`src/rtl/clint_tick_ctrl.sv`:
```
// Wishbone master that programs CLINT mtimecmp for one-shot or periodic machine-timer
// ticks: race-free hi/lo/hi read of mtime, then glitch-free hi-max/lo/hi compare write.
module clint_tick_ctrl #(
    parameter logic [31:0] MTIME_ADDR    = 32'h20000C08,
    parameter logic [31:0] MTIMECMP_ADDR = 32'h20000C00
) (
    input  logic        wb_clk_i,
    input  logic        wb_rst_i,
    input  logic        start_i,
    input  logic        stop_i,
    input  logic        periodic_i,
    input  logic [31:0] period_i,
    input  logic        mtip_i,
    output logic        wbm_cyc_o,
    output logic        wbm_stb_o,
    output logic        wbm_we_o,
    output logic [31:0] wbm_adr_o,
    output logic [31:0] wbm_dat_o,
    input  logic [31:0] wbm_dat_i,
    input  logic        wbm_ack_i,
    output logic        tick_o,
    output logic        busy_o,
    output logic        armed_o,
    output logic [31:0] tick_cnt_o,
    output logic [3:0]  dbg_state
);
    // Bus handshake: in every access state cyc = stb = 1 with adr/dat/we held
    // constant; the access completes (and read data is captured) on the clock edge
    // where wbm_ack_i = 1, which may arrive in the same cycle as stb.
    typedef enum logic [3:0] {
        S_IDLE, S_RD_HI, S_RD_LO, S_RD_HI2, S_WR_MAX, S_WR_LO, S_WR_HI,
        S_ARMED, S_TICK, S_DIS_HI, S_DIS_LO
    } state_t;

    localparam logic [31:0] ALL_ONES         = 32'hFFFF_FFFF;
    localparam logic [31:0] MTIME_HI_ADDR    = MTIME_ADDR + 32'd4;
    localparam logic [31:0] MTIMECMP_HI_ADDR = MTIMECMP_ADDR + 32'd4;

    state_t      state_q, state_d;
    logic [31:0] period_q;
    logic        periodic_q;
    logic [63:0] target_q;
    logic [31:0] h1_q;
    logic [31:0] lo_q;
    logic        stop_q;
    logic [31:0] tick_cnt_q;
    logic        stop_pend;

    // A stop arriving in the same cycle as an ack is honoured right away.
    assign stop_pend = stop_q | stop_i;

    always_comb begin
        state_d   = state_q;
        wbm_cyc_o = 1'b0;
        wbm_we_o  = 1'b0;
        wbm_adr_o = '0;
        wbm_dat_o = '0;
        case (state_q)
            S_IDLE: begin
                if (start_i && !stop_i && (period_i != 32'd0)) state_d = S_RD_HI;
            end
            S_RD_HI: begin
                wbm_cyc_o = 1'b1;
                wbm_adr_o = MTIME_HI_ADDR;
                if (wbm_ack_i) state_d = stop_pend ? S_DIS_HI : S_RD_LO;
            end
            S_RD_LO: begin
                wbm_cyc_o = 1'b1;
                wbm_adr_o = MTIME_ADDR;
                if (wbm_ack_i) state_d = stop_pend ? S_DIS_HI : S_RD_HI2;
            end
            S_RD_HI2: begin
                wbm_cyc_o = 1'b1;
                wbm_adr_o = MTIME_HI_ADDR;
                if (wbm_ack_i) begin
                    if (stop_pend)              state_d = S_DIS_HI;
                    else if (wbm_dat_i != h1_q) state_d = S_RD_LO;
                    else                        state_d = S_WR_MAX;
                end
            end
            S_WR_MAX: begin
                wbm_cyc_o = 1'b1;
                wbm_we_o  = 1'b1;
                wbm_adr_o = MTIMECMP_HI_ADDR;
                wbm_dat_o = ALL_ONES;
                if (wbm_ack_i) state_d = stop_pend ? S_DIS_HI : S_WR_LO;
            end
            S_WR_LO: begin
                wbm_cyc_o = 1'b1;
                wbm_we_o  = 1'b1;
                wbm_adr_o = MTIMECMP_ADDR;
                wbm_dat_o = target_q[31:0];
                if (wbm_ack_i) state_d = stop_pend ? S_DIS_HI : S_WR_HI;
            end
            S_WR_HI: begin
                wbm_cyc_o = 1'b1;
                wbm_we_o  = 1'b1;
                wbm_adr_o = MTIMECMP_HI_ADDR;
                wbm_dat_o = target_q[63:32];
                if (wbm_ack_i) state_d = stop_pend ? S_DIS_HI : S_ARMED;
            end
            S_ARMED: begin
                if (stop_pend)   state_d = S_DIS_HI;
                else if (mtip_i) state_d = S_TICK;
            end
            S_TICK: begin
                state_d = (stop_pend || !periodic_q) ? S_DIS_HI : S_WR_MAX;
            end
            S_DIS_HI: begin
                wbm_cyc_o = 1'b1;
                wbm_we_o  = 1'b1;
                wbm_adr_o = MTIMECMP_HI_ADDR;
                wbm_dat_o = ALL_ONES;
                if (wbm_ack_i) state_d = S_DIS_LO;
            end
            S_DIS_LO: begin
                wbm_cyc_o = 1'b1;
                wbm_we_o  = 1'b1;
                wbm_adr_o = MTIMECMP_ADDR;
                wbm_dat_o = ALL_ONES;
                if (wbm_ack_i) state_d = S_IDLE;
            end
            default: state_d = S_IDLE;
        endcase
    end

    always_ff @(posedge wb_clk_i or posedge wb_rst_i) begin
        if (wb_rst_i) begin
            state_q    <= S_IDLE;
            period_q   <= '0;
            periodic_q <= 1'b0;
            target_q   <= '0;
            h1_q       <= '0;
            lo_q       <= '0;
            stop_q     <= 1'b0;
            tick_cnt_q <= '0;
        end else begin
            state_q <= state_d;
            if (state_d == S_IDLE)                    stop_q <= 1'b0;
            else if (stop_i && (state_q != S_IDLE))  stop_q <= 1'b1;
            case (state_q)
                S_IDLE: begin
                    if (state_d == S_RD_HI) begin
                        period_q   <= period_i;
                        periodic_q <= periodic_i;
                        tick_cnt_q <= '0;
                    end
                end
                S_RD_HI: if (wbm_ack_i) h1_q <= wbm_dat_i;
                S_RD_LO: if (wbm_ack_i) lo_q <= wbm_dat_i;
                S_RD_HI2: begin
                    // A changed high word means lo wrapped between reads; retry lo.
                    if (wbm_ack_i) begin
                        if (wbm_dat_i != h1_q) h1_q <= wbm_dat_i;
                        else target_q <= {h1_q, lo_q} + {32'd0, period_q};
                    end
                end
                S_TICK: begin
                    tick_cnt_q <= tick_cnt_q + 32'd1;
                    if (periodic_q) target_q <= target_q + {32'd0, period_q};
                end
                default: ;
            endcase
        end
    end

    assign wbm_stb_o  = wbm_cyc_o;
    assign busy_o     = wbm_cyc_o;
    assign armed_o    = (state_q == S_ARMED);
    assign tick_o     = (state_q == S_TICK);
    assign tick_cnt_o = tick_cnt_q;
    assign dbg_state  = state_q;

endmodule
```
`config.mk`:
```
export PLATFORM = sky130hd
export DESIGN_NAME = clint_tick_ctrl
export DESIGN_NICKNAME = d
export VERILOG_FILES = /design/src/rtl/clint_tick_ctrl.sv
export SDC_FILE = /design/constraint.sdc
export NUM_CORES = 1
export LEC_CHECK = 0
export ABC_AREA = 1
export CAP_MARGIN = 25
export CORE_MARGIN = 1
export CORE_UTILIZATION = 43
export CTS_CLUSTER_DIAMETER = 50
export CTS_CLUSTER_SIZE = 20
export DETAILED_ROUTE_END_ITERATION = 10
export SYNTH_ARGS = -nofsm -noshare
export SYNTH_HDL_FRONTEND = slang
export SYNTH_SLANG_ARGS = --single-unit
```
`constraint.sdc`:
```
create_clock -name wb_clk_i -period 11.1 [get_ports wb_clk_i]
set_input_delay 3.33 -clock wb_clk_i [delete_from_list [all_inputs] [get_ports wb_clk_i]]
set_output_delay 3.33 -clock wb_clk_i [all_outputs]
set_load 0.03 [all_outputs]
```
Word level (Yosys, flattened, before mapping)
Cells that the tools add are included.

cells by class
  add/sub/neg operators = 3
  equality and inequality tests = 18
  mux-type cells = 36
  bitwise operators = 1
  reductions and logical operators = 25

operator list
  cell                                                             number
  64-bit 2-to-1 mux                                                3
  64-bit by 32-bit adder with 64-bit output                        2
  32-bit 2-to-1 mux                                                4
  32-bit case mux with 2 select lines                              2
  64-bit case mux with 2 select lines                              1
  30-bit case mux with 4 select lines                              1
  32-bit case mux with 3 select lines                              1
  4-bit 2-to-1 mux                                                 18
  4-bit case mux with 11 select lines                              1
  32-bit by 1-bit adder with 32-bit output, second input constant  1
  32-bit inequality test                                           1
  32-bit nonzero test                                              1
  4-bit by 3-bit == test with 1-bit output, second input constant  4
  4-bit == test, second input constant                             3
  2-bit inequality test, second input constant                     5
  4-bit by 1-bit == test with 1-bit output, second input constant  2
  4-bit by 2-bit == test with 1-bit output, second input constant  2
  4-bit zero test                                                  2
  4-bit AND reduction                                              2
  2-bit nonzero test                                               4
  8-bit OR reduction                                               1
  2-bit AND reduction                                              3
  3-bit OR reduction                                               2
  5-bit OR reduction                                               1
  9 further kinds                                                  16

storage, ports and cells
  register bits = 198
  output and inout port bits = 106
  word-level logic and storage cells = 91

Depth between registers and ports, before layout
  depth in word-level cells = 8
  depth in mapped cells = 27
  depth with buffers taken out = 23

Worst setup path after synthesis
No wires, ideal clock.

  path kind = reg2out
  start = register state_q[3], in the netlist dbg_state[3]
  end = output port wbm_adr_o[11]
  data arrival time = 2.385 ns
  path slack = 5.385 ns
  cell stages (with the launch flop) = 8
  buffers on the path = 1
  path through = dfrtp_1 inv_1 nand2_1 nor2_1 nor3_1 nand3_1 or2_1 buf_4

on the way
  longest elaborated chain between the ends = 3
  elaborated cells between the ends (all ways) = 12

RTL lines
  item                                                                              RTL line  text
  from (decl)                                                                       39        state_t state_q, state_d;
  from (signal assigned)                                                            138       state_q <= state_d;
  4-bit == test, or another cell as far along                                       58        case (state_q)
  3-bit OR reduction (no source line) / 2-bit OR reduction (equally long branches)  -
  30-bit case mux with 4 select lines (*)                                           58
  to (decl)                                                                         17        output logic [31:0] wbm_adr_o,

Every way passes the cells marked *; elsewhere a longest branch is shown, timed or not.

Worst setup path after layout
  start = register state_q[1], in the netlist dbg_state[1]
  end = output port wbm_dat_o[15]

on the way
  longest elaborated chain between the ends = 3
  elaborated cells between the ends (all ways) = 7

RTL lines
  item                                                                              RTL line  text
  4-bit == test / 4-bit by 3-bit == test with 1-bit output (equally long branches)  58
  3-bit OR reduction (no source line)                                               -
  32-bit case mux with 3 select lines (*)                                           58
  to (decl)                                                                         18        output logic [31:0] wbm_dat_o,

Marks and branches as above.

==> results.ini <==
[min_path]
hold_path_depth = 2
hp-class = flop to flop

[clock_network]
clk_latency_ns = 0.47
holdBufCountCts = 0
postCtsSetupRepairBufs = 0
numCtsBuffers = 17
cts_tree = yes
h-tree-depth = 4
cts_resized = 0
clock-sinks = 198
cts_root_buf = clkbuf_16
clk_pin_slew_ns = 0.07
cts.path.max_buffers = 2

[floorplanning]
die_w_um = 181
start_util = 0.438
boundaryPins = 177
core_sq_um = 31600
num_rows = 65
die_h_um = 181
die_area_sq_um = 32900

[pwr]
peakVddDrop_v = 0.000208
leakagePower_nw = 7.97
powerDensity_nw_per_um2 = 318
power.total_mw = 5.12

[critical_path]
crit_start = dbg_state[1]
required_ns = 7.77
critPathLaunchType = flop
cp-endpoint = wbm_dat_o[15]
reg2reg_depth = 21
crit_type = flop to output pin
cp.arrival_ns = 3.84
crit_path_end_kind = output pin
r2r_end = target_q[44]
crit_fanout = 23
r2r_start = dbg_state[0]
regToRegSetupSlack_ns = 6.44

[grt]
grt_max_degree = 79
grt_pass1_vias = 12633
overflow = 0
grt_first_pass_wirelength_mm = 69.5
antenna_found_initial = 0
gr-usage-all-layers = 0.276

[yosys]
ys_types = 47
syn_inst = 2059
synthTopCellsByArea = dfrtp_1 (36%), nand2_1 (19%), inv_1 (7.8%)
ys_warn_count = 0
synthFlopType = dfrtp_1
synth_edf_count = 0
synth_top_area_share = 0.358
async_flop_share = 1.00
yosysSeqAreaShare = 0.358
syn_area_sq_um = 13800
ys_seq_elements = 198
avgSynthCellArea_sq_um = 6.71
synth_top_area_cell = dfrtp_1

[sta]
max_freq_mhz = 140
setup_viol = 0
rsz0062_at_grt = no
timing.final.crit_share = 0.646
hold_viol_final = 0
fin_skew_ns = 0.0130
slew_viol_final = 0
finalWorstPathRequiredPeriod_ns = 7.17
timing.hold.ws_ns = 0.483
setup_tns_ns = 0
worst_pin_slew_ns = 1.03
relSlewSlack = 0.308

[placement]
placedCellCount = 2551
numPortBuffers = 149
dp_hpwl_mm = 35.0
gp_congestion = 0.985

[drt]
postRouteAntennaNets = 0
route.detailed.drc = 0
firstDrtPassIters = 6
wl_mm = 44.6
viasPerCell = 5.18
vias = 13393
routedWlPerCell_um = 17.3
drt_iter0_drc = 1283

[final_layout]
fin_nets = 2274
final_layout_size_suffix_gt1_frac = 0.0527
final_cells = 2584
utilization = 0.510
final_common_cell = nand2_1
area_growth_pct = 16.5
diodes = 0
most-common-layout-cells = nand2_1 (695), inv_1 (288), dfrtp_1 (198)

[job]
drv_cap = 0

[status]
status = completed

==> sequential cells by signal (all words and copies together), names as in the netlist <==
name and count:
period_q 32, target_q 64, dbg_state 4, tick_cnt_o 32, lo_q 32, h1_q 32
stop_q 1, periodic_q 1
==> cell usage after synthesis, types with 6 or more instances <==
master,n
a21oi_1,43
buf_2,18
buf_4,31
buf_6,6
clkbuf_1,38
dfrtp_1,198
ha_1,33
inv_1,289
nand2_1,695
nand2_2,23
nand3_1,120
nand3b_1,6
nand4_1,32
nor2_1,122
nor2_2,15
nor2_4,7
nor3_1,16
nor4_1,8
o211ai_1,10
o21ai_0,174
o21ai_1,40
o21ai_2,8
o21bai_1,6
o221ai_1,22
or2_2,6
xnor2_1,25
xor2_1,28
==> area by class of cell <==
type	instances	area, sq um
Fill cell	3240	15400
Multi-Input combinational cell	1499	7360
Sequential cell	198	4950
Timing Repair Buffer	160	1590
Inverter	293	1110
Tap cell	402	503
Clock buffer	20	447
Clock inverter	12	144
==> worst max-delay path, stage by stage (launching register included) <==
cell and delay [ns]:
dfrtp_1 0.41, inv_1 0.14, nor2_1 0.80, nand2_1 0.79, o221ai_1 0.49, clkdlybuf4s50_1 0.73
==> worst min path at each step <==
stage | startpoint | endpoint | slack [ns]
floorplan | target_q[59] | target_q[59] | 0.45
global placement | target_q[54] | target_q[54] | 0.46
detailed placement | target_q[62] | target_q[62] | 0.46
CTS | target_q[62] | target_q[62] | 0.48
global route | lo_q[1] | lo_q[1] | 0.51
finish | target_q[54] | target_q[54] | 0.48
==> metal layers <==
metal | part of all wire | GRT usage
met5 | 0 | 0
met1 | 0.46 | 0.377
met3 | 0.056 | 0.0462
met4 | 0.033 | 0.109
met2 | 0.45 | 0.436
==> power breakdown <==
part           leakage, nW  total, mW  switching [mW]  internal (mW)
registers             2.54       1.30           0.260           1.04
logic                 5.15       3.18            2.13           1.05
clock network        0.284      0.644           0.302          0.342
total                 7.97       5.12            2.69           2.43
==> stage by stage <==
stage,cell area [sq um],worst slack (ns)
after floorplan,13900,2.37
after global placement,15500,4.45
after detailed placement,15500,4.43
after CTS,16100,4.05
after global routing,16100,3.68
final,16100,3.93
==> cell families after synthesis <==
group                    Yosys count  synth area share
AO/OA/AOI/OAI                    321             0.132
XOR/XNOR                          53            0.0336
adder cells (fa/ha/maj)           34            0.0313
buffers and inverters            388             0.119
flip-flops                       198             0.358
other                              1          0.000271
AND/OR/NAND/NOR                 1064             0.326
Power figures use the tool's default switching activity.
